<file path="config.mk">
export PLATFORM = sky130hd
export DESIGN_NAME = commit_sequencer
export DESIGN_NICKNAME = d
export VERILOG_FILES = /design/src/rtl/commit_sequencer.sv
export SDC_FILE = /design/constraint.sdc
export NUM_CORES = 1
export LEC_CHECK = 0
export ABC_AREA = 0
export BUFFER_PORTS_ARGS = -buffer_cell sky130_fd_sc_hd__buf_2
export CORE_MARGIN = 1
export CORE_UTILIZATION = 52
export DETAILED_ROUTE_END_ITERATION = 12
export HOLD_SLACK_MARGIN = 0.08
export PLACE_DENSITY_LB_ADDON = 0.2
export SYNTH_ARGS = -nofsm -noshare
export SYNTH_HDL_FRONTEND = slang
export SYNTH_SLANG_ARGS = --single-unit
</file>
<file path="constraint.sdc">
create_clock -name clk_i -period 3.9 [get_ports clk_i]
set_clock_uncertainty 0.2 [all_clocks]
set_input_delay 0.39 -clock clk_i [delete_from_list [all_inputs] [get_ports clk_i]]
set_output_delay 0.39 -clock clk_i [all_outputs]
set_load 0.02 [all_outputs]
</file>
<file path="src/rtl/commit_sequencer.sv">
// rtl/commit_sequencer.sv - GL head retirement sequencer: store/CSR serialisation, traps, instret
module commit_sequencer #(
   parameter int GL_IDX_W = 5,
   parameter int CNT_W    = 64
) (
   input  logic                clk_i,
   input  logic                rstn_i,
   input  logic [1:0]          head_valid_i,
   input  logic [1:0]          head_is_store_i,
   input  logic [1:0]          head_is_csr_i,
   input  logic [1:0]          head_ex_valid_i,
   input  logic [GL_IDX_W-1:0] head_gl_index_i,
   input  logic                halt_i,
   output logic                store_commit_valid_o,
   input  logic                store_commit_ready_i,
   output logic                csr_req_o,
   input  logic                csr_done_i,
   input  logic                csr_ex_i,
   output logic [1:0]          read_head_o,
   output logic                flush_commit_o,
   output logic                trap_valid_o,
   output logic [GL_IDX_W-1:0] trap_gl_index_o,
   output logic [CNT_W-1:0]    instret_o
);

   typedef enum logic [2:0] {
      S_IDLE     = 3'd0,
      S_ST_WAIT  = 3'd1,
      S_CSR_REQ  = 3'd2,
      S_CSR_WAIT = 3'd3,
      S_TRAP     = 3'd4
   } state_t;

   state_t              r_state;
   state_t              w_state_nxt;
   logic [GL_IDX_W-1:0] r_trap_idx;
   logic [CNT_W-1:0]    r_instret;

   logic [1:0]          w_read_head;
   logic [1:0]          w_pop_cnt;
   logic                w_latch_trap;
   logic                w_store_valid;
   logic                w_csr_req;
   logic                w_trap;
   logic                w_slot1_plain;

   // Slot 1 may only ride along with a plain slot 0 when it is itself plain and finished.
   assign w_slot1_plain = head_valid_i[1] & ~(head_is_store_i[1] | head_is_csr_i[1] | head_ex_valid_i[1]);

   // Commit decision: next state, pops and handshake strobes; the head is frozen while waiting.
   always_comb begin
      w_state_nxt   = r_state;
      w_read_head   = 2'b00;
      w_latch_trap  = 1'b0;
      w_store_valid = 1'b0;
      w_csr_req     = 1'b0;
      w_trap        = 1'b0;
      case (r_state)
         S_IDLE: begin
            if (!halt_i && head_valid_i[0]) begin
               if (head_ex_valid_i[0]) begin
                  w_latch_trap = 1'b1;
                  w_state_nxt  = S_TRAP;
               end else if (head_is_store_i[0]) begin
                  w_state_nxt = S_ST_WAIT;
               end else if (head_is_csr_i[0]) begin
                  w_state_nxt = S_CSR_REQ;
               end else begin
                  w_read_head = {w_slot1_plain, 1'b1};
               end
            end
         end
         S_ST_WAIT: begin
            w_store_valid = 1'b1;
            if (store_commit_ready_i) begin
               w_read_head = 2'b01;
               w_state_nxt = S_IDLE;
            end
         end
         S_CSR_REQ: begin
            w_csr_req   = 1'b1;
            w_state_nxt = S_CSR_WAIT;
         end
         S_CSR_WAIT: begin
            if (csr_done_i) begin
               if (csr_ex_i) begin
                  w_latch_trap = 1'b1;
                  w_state_nxt  = S_TRAP;
               end else begin
                  w_read_head = 2'b01;
                  w_state_nxt = S_IDLE;
               end
            end
         end
         S_TRAP: begin
            w_trap      = 1'b1;
            w_state_nxt = S_IDLE;
         end
         default: begin
            w_state_nxt = S_IDLE;
         end
      endcase
   end

   assign w_pop_cnt = {1'b0, w_read_head[0]} + {1'b0, w_read_head[1]};

   // State register; async reset drops any in-flight store or CSR wait.
   always_ff @(posedge clk_i or negedge rstn_i) begin
      if (!rstn_i) begin
         r_state <= S_IDLE;
      end else begin
         r_state <= w_state_nxt;
      end
   end

   // Capture the GL index of the faulting head for the trap cycle.
   always_ff @(posedge clk_i or negedge rstn_i) begin
      if (!rstn_i) begin
         r_trap_idx <= '0;
      end else if (w_latch_trap) begin
         r_trap_idx <= head_gl_index_i;
      end
   end

   // Retired-instruction counter: counts pops only, so trapping instructions never count.
   always_ff @(posedge clk_i or negedge rstn_i) begin
      if (!rstn_i) begin
         r_instret <= '0;
      end else begin
         r_instret <= r_instret + CNT_W'(w_pop_cnt);
      end
   end

   // Pops are combinational from the head, so mask them while reset is held.
   assign read_head_o          = rstn_i ? w_read_head : 2'b00;
   assign store_commit_valid_o = w_store_valid;
   assign csr_req_o            = w_csr_req;
   assign flush_commit_o       = w_trap;
   assign trap_valid_o         = w_trap;
   assign trap_gl_index_o      = r_trap_idx;
   assign instret_o            = r_instret;

endmodule

</file>
==> results.sh <==
export IMPL_cp_num_buf_inv=1
export IMPL_async_flop_share=1.00
export IMPL_drv_slew=0
export IMPL_end_kind="flip-flop"
export IMPL_rsz0062_at_grt="false"
export IMPL_setup_worst_path_start_class="flip-flop"
export IMPL_overflow=0
export IMPL_finalCoreUtilization=0.674
export IMPL_cp_top_family="simple AND/OR/NAND/NOR gates"
export IMPL_power_mw=1.90
export IMPL_fillers=494
export IMPL_p_per_area_mw_per_mm2=440
export IMPL_synth_edf_count=0
export IMPL_clockRootBuffer="clkbuf_8"
export IMPL_antenna_found_initial=0
export IMPL_min_from="head_gl_index_i[1]"
export IMPL_synth_seq_area_share=0.519
export IMPL_place_gp_congestion=0.871
export IMPL_cp_max_fo=12
export IMPL_rows=29
export IMPL_leakage_nw=2.17
export IMPL_die_w_um=83.7
export IMPL_post_route_period_util=0.895
export IMPL_synthesis_area_sq_mm=0.00347
export IMPL_tightest_slew_ns=0.859
export IMPL_routed_via_count=2822
export IMPL_clk_insertion_delay_late_ns=0.35
export IMPL_drtIter0Drc=124
export IMPL_fmax_mhz=287
export IMPL_routed_wl_um=7630
export IMPL_r2r_end="instret_o[56]"
export IMPL_cp_num_cells=12
export IMPL_tns_ns=0
export IMPL_cts_made_buffers=9
export IMPL_regToRegSetupSlack_ns=0.41
export IMPL_fin_crit_ns=3.49
export IMPL_drv_cap=0
export IMPL_die_area_sq_mm=0.00700
export IMPL_ant_nets=0
export IMPL_worst_r2r_path_depth=12
export IMPL_synth_warnings=0
export IMPL_ir_drop_uv=344
export IMPL_ys_seq_elements=72
export IMPL_vias_per_cell=5.56
export IMPL_worstReg2RegStart="r_state[0]"
export IMPL_status="finished, final reports clean"
export IMPL_clock_path_buffers=2
export IMPL_setup_violations_final=0
export IMPL_grt_max_degree=39
export IMPL_ctsResizeCount=0
export IMPL_multi_input_area_sq_mm=0.00158
export IMPL_syn_to_final_growth_pct=24.1
export IMPL_antennaDiodeCount=0
export IMPL_post_route_cell_area_sq_mm=0.00430
export IMPL_ys_types=38
export IMPL_clock_sinks=72
export IMPL_clock_tree_htree_level_count=3
export IMPL_wl_per_cell_um=15.0
export IMPL_grt_pass1_wl_um=12700
export IMPL_final_cell_mix="93 x buf_2, 72 x dfrtp_1, 44 x xnor2_1"
export IMPL_min_path_cells=2
export IMPL_drive_gt1_frac=0.295
export IMPL_grt_pass1_vias=2655
export IMPL_cp_slowest_cell="dfrtp_1"
export IMPL_worst_endpoint_arrival_ns=3.57
export IMPL_avgSynthCellArea_sq_um=10.8
export IMPL_critPathMaxStageDelay_ns=0.50
export IMPL_min_to="trap_gl_index_o[1]"
export IMPL_dr_pass1_iters=4
export IMPL_dpl_cell_area_sq_mm=0.00402
export IMPL_dp_hpwl_um=5580
export IMPL_clkTransAtPathRegs_ns=0.08
export IMPL_die_y_um=83.7
export IMPL_cts_tree="yes"
export IMPL_io_buffers=93
export IMPL_regArea_sq_mm=0.00180
export IMPL_slew_limit_headroom=0.427
export IMPL_crit_path_cell_trace="nor3_1 -> nand3b_1 -> nor3b_1 -> o2111ai_1 -> fa_1 -> inv_1 -> ha_1 -> nand3_1 -> nor4_1 -> nand4_1 -> nor2_1 -> xor2_1"
export IMPL_synthesis_instances=320
export IMPL_ys_flop_type="dfrtp_1"
export IMPL_layout_nets=447
export IMPL_crit_type="reg2reg"
export IMPL_synth_nets=341
export IMPL_grt_usage=0.229
export IMPL_core_sq_mm=0.00639
export IMPL_start_util=0.543
export IMPL_final_common_cell="buf_2"
export IMPL_drc=0
export IMPL_cp_required_ns=3.98
export IMPL_finalHoldViolCount=0
export IMPL_hp_class="in2reg"
export IMPL_boundaryPins=94
==> registers in the layout (all words and copies together), names as in the netlist <==
| signal | cells |
|---|---|
| instret_o | 64 |
| trap_gl_index_o | 5 |
| r_state | 3 |
==> worst register-to-register path: cells and delay by family, from the launching register on <==
family                   cells  cell delay, ns
AO/OA/AOI/OAI                1            0.21
XOR/XNOR                     1            0.15
flip-flops                   1            0.50
buffers and inverters        1            0.08
adder cells (fa/ha/maj)      2            0.65
AND/OR/NAND/NOR              7            1.63
==> cells by family after synthesis <==
| logic type | share of synthesized area |
|---|---|
| and+or+nand+nor | 0.256 |
| DFF | 0.519 |
| xor gates and xnor gates | 0.157 |
| buffers and inverters | 0.0242 |
| AOI/OAI and AO/OA | 0.0180 |
| muxes | 0.0162 |
| adders and majority gates | 0.00938 |
==> per-layer routing <==
| metal | up-vias | GRT usage | part of all wire |
|---|---|---|---|
| li1 | 1341 | - | - |
| met5 | - | 0 | 0 |
| met1 | 1382 | 0.304 | 0.43 |
| met2 | 88 | 0.372 | 0.50 |
| met3 | 11 | 0.0435 | 0.049 |
| met4 | 0 | 0.0924 | 0.016 |
==> cell type report <==
type,instances,share of cell area
Sequential cell,72,0.419
Multi-Input combinational cell,229,0.368
Timing Repair Buffer,101,0.125
Clock buffer,10,0.0297
Clock inverter,6,0.0250
Tap cell,77,0.0224
Inverter,13,0.0113
==> stage by stage <==
| stage | hold slack, ns | std cells | worst slack, ns |
|---|---|---|---|
| after floorplan | -0.106 | 320 | 0.906 |
| after global placement | 0.252 | 487 | 0.559 |
| after detailed placement | 0.262 | 487 | 0.448 |
| after CTS | 0.0844 | 508 | 0.409 |
| after global routing | 0.0817 | 508 | 0.121 |
| final | 0.0846 | 508 | 0.410 |
==> worst max path at each step <==
| stage | to | slack [ns] | startpoint |
|---|---|---|---|
| after global placement | instret_o[56] | 0.56 | r_state[0] |
| final | instret_o[56] | 0.41 | r_state[0] |
| after detailed placement | instret_o[56] | 0.45 | r_state[0] |
| after CTS | instret_o[56] | 0.41 | r_state[0] |
| after global routing | instret_o[60] | 0.12 | r_state[0] |
| after floorplan | instret_o[56] | 0.91 | r_state[1] |
==> timing repair <==
action	4_1_cts	5_1_grt
endpoints found under the hold margin	40	0
setup buffers	0	0
hold buffers	5	0
==> synth_stat cells, types with 2 or more instances <==
master | count | area, sq um
nor2_1 | 24 | 90.1
and3_1 | 7 | 43.8
nand4_4 | 2 | 42.5
nand2_1 | 26 | 97.6
nand4_1 | 24 | 150
mux2_2 | 5 | 56.3
nor4_4 | 3 | 63.8
dfrtp_1 | 72 | 1800
nor4b_1 | 5 | 43.8
nor3b_1 | 4 | 30.0
xor2_1 | 18 | 158
and3_2 | 2 | 15.0
clkbuf_1 | 3 | 11.3
nor4_1 | 6 | 37.5
nor3_1 | 9 | 45.0
a21oi_1 | 2 | 10.0
nand3_1 | 31 | 155
inv_1 | 13 | 48.8
nor4_2 | 2 | 25.0
xnor2_1 | 44 | 385
==> report_power, final <==
| part | internal, mW | switching, mW | leakage [nW] | total, mW |
|---|---|---|---|---|
| combinational | 0.124 | 0.192 | 1.08 | 0.316 |
| sequential | 0.809 | 0.0701 | 0.969 | 0.879 |
| clock | 0.423 | 0.278 | 0.116 | 0.701 |
(Power assumes the default switching activity.)
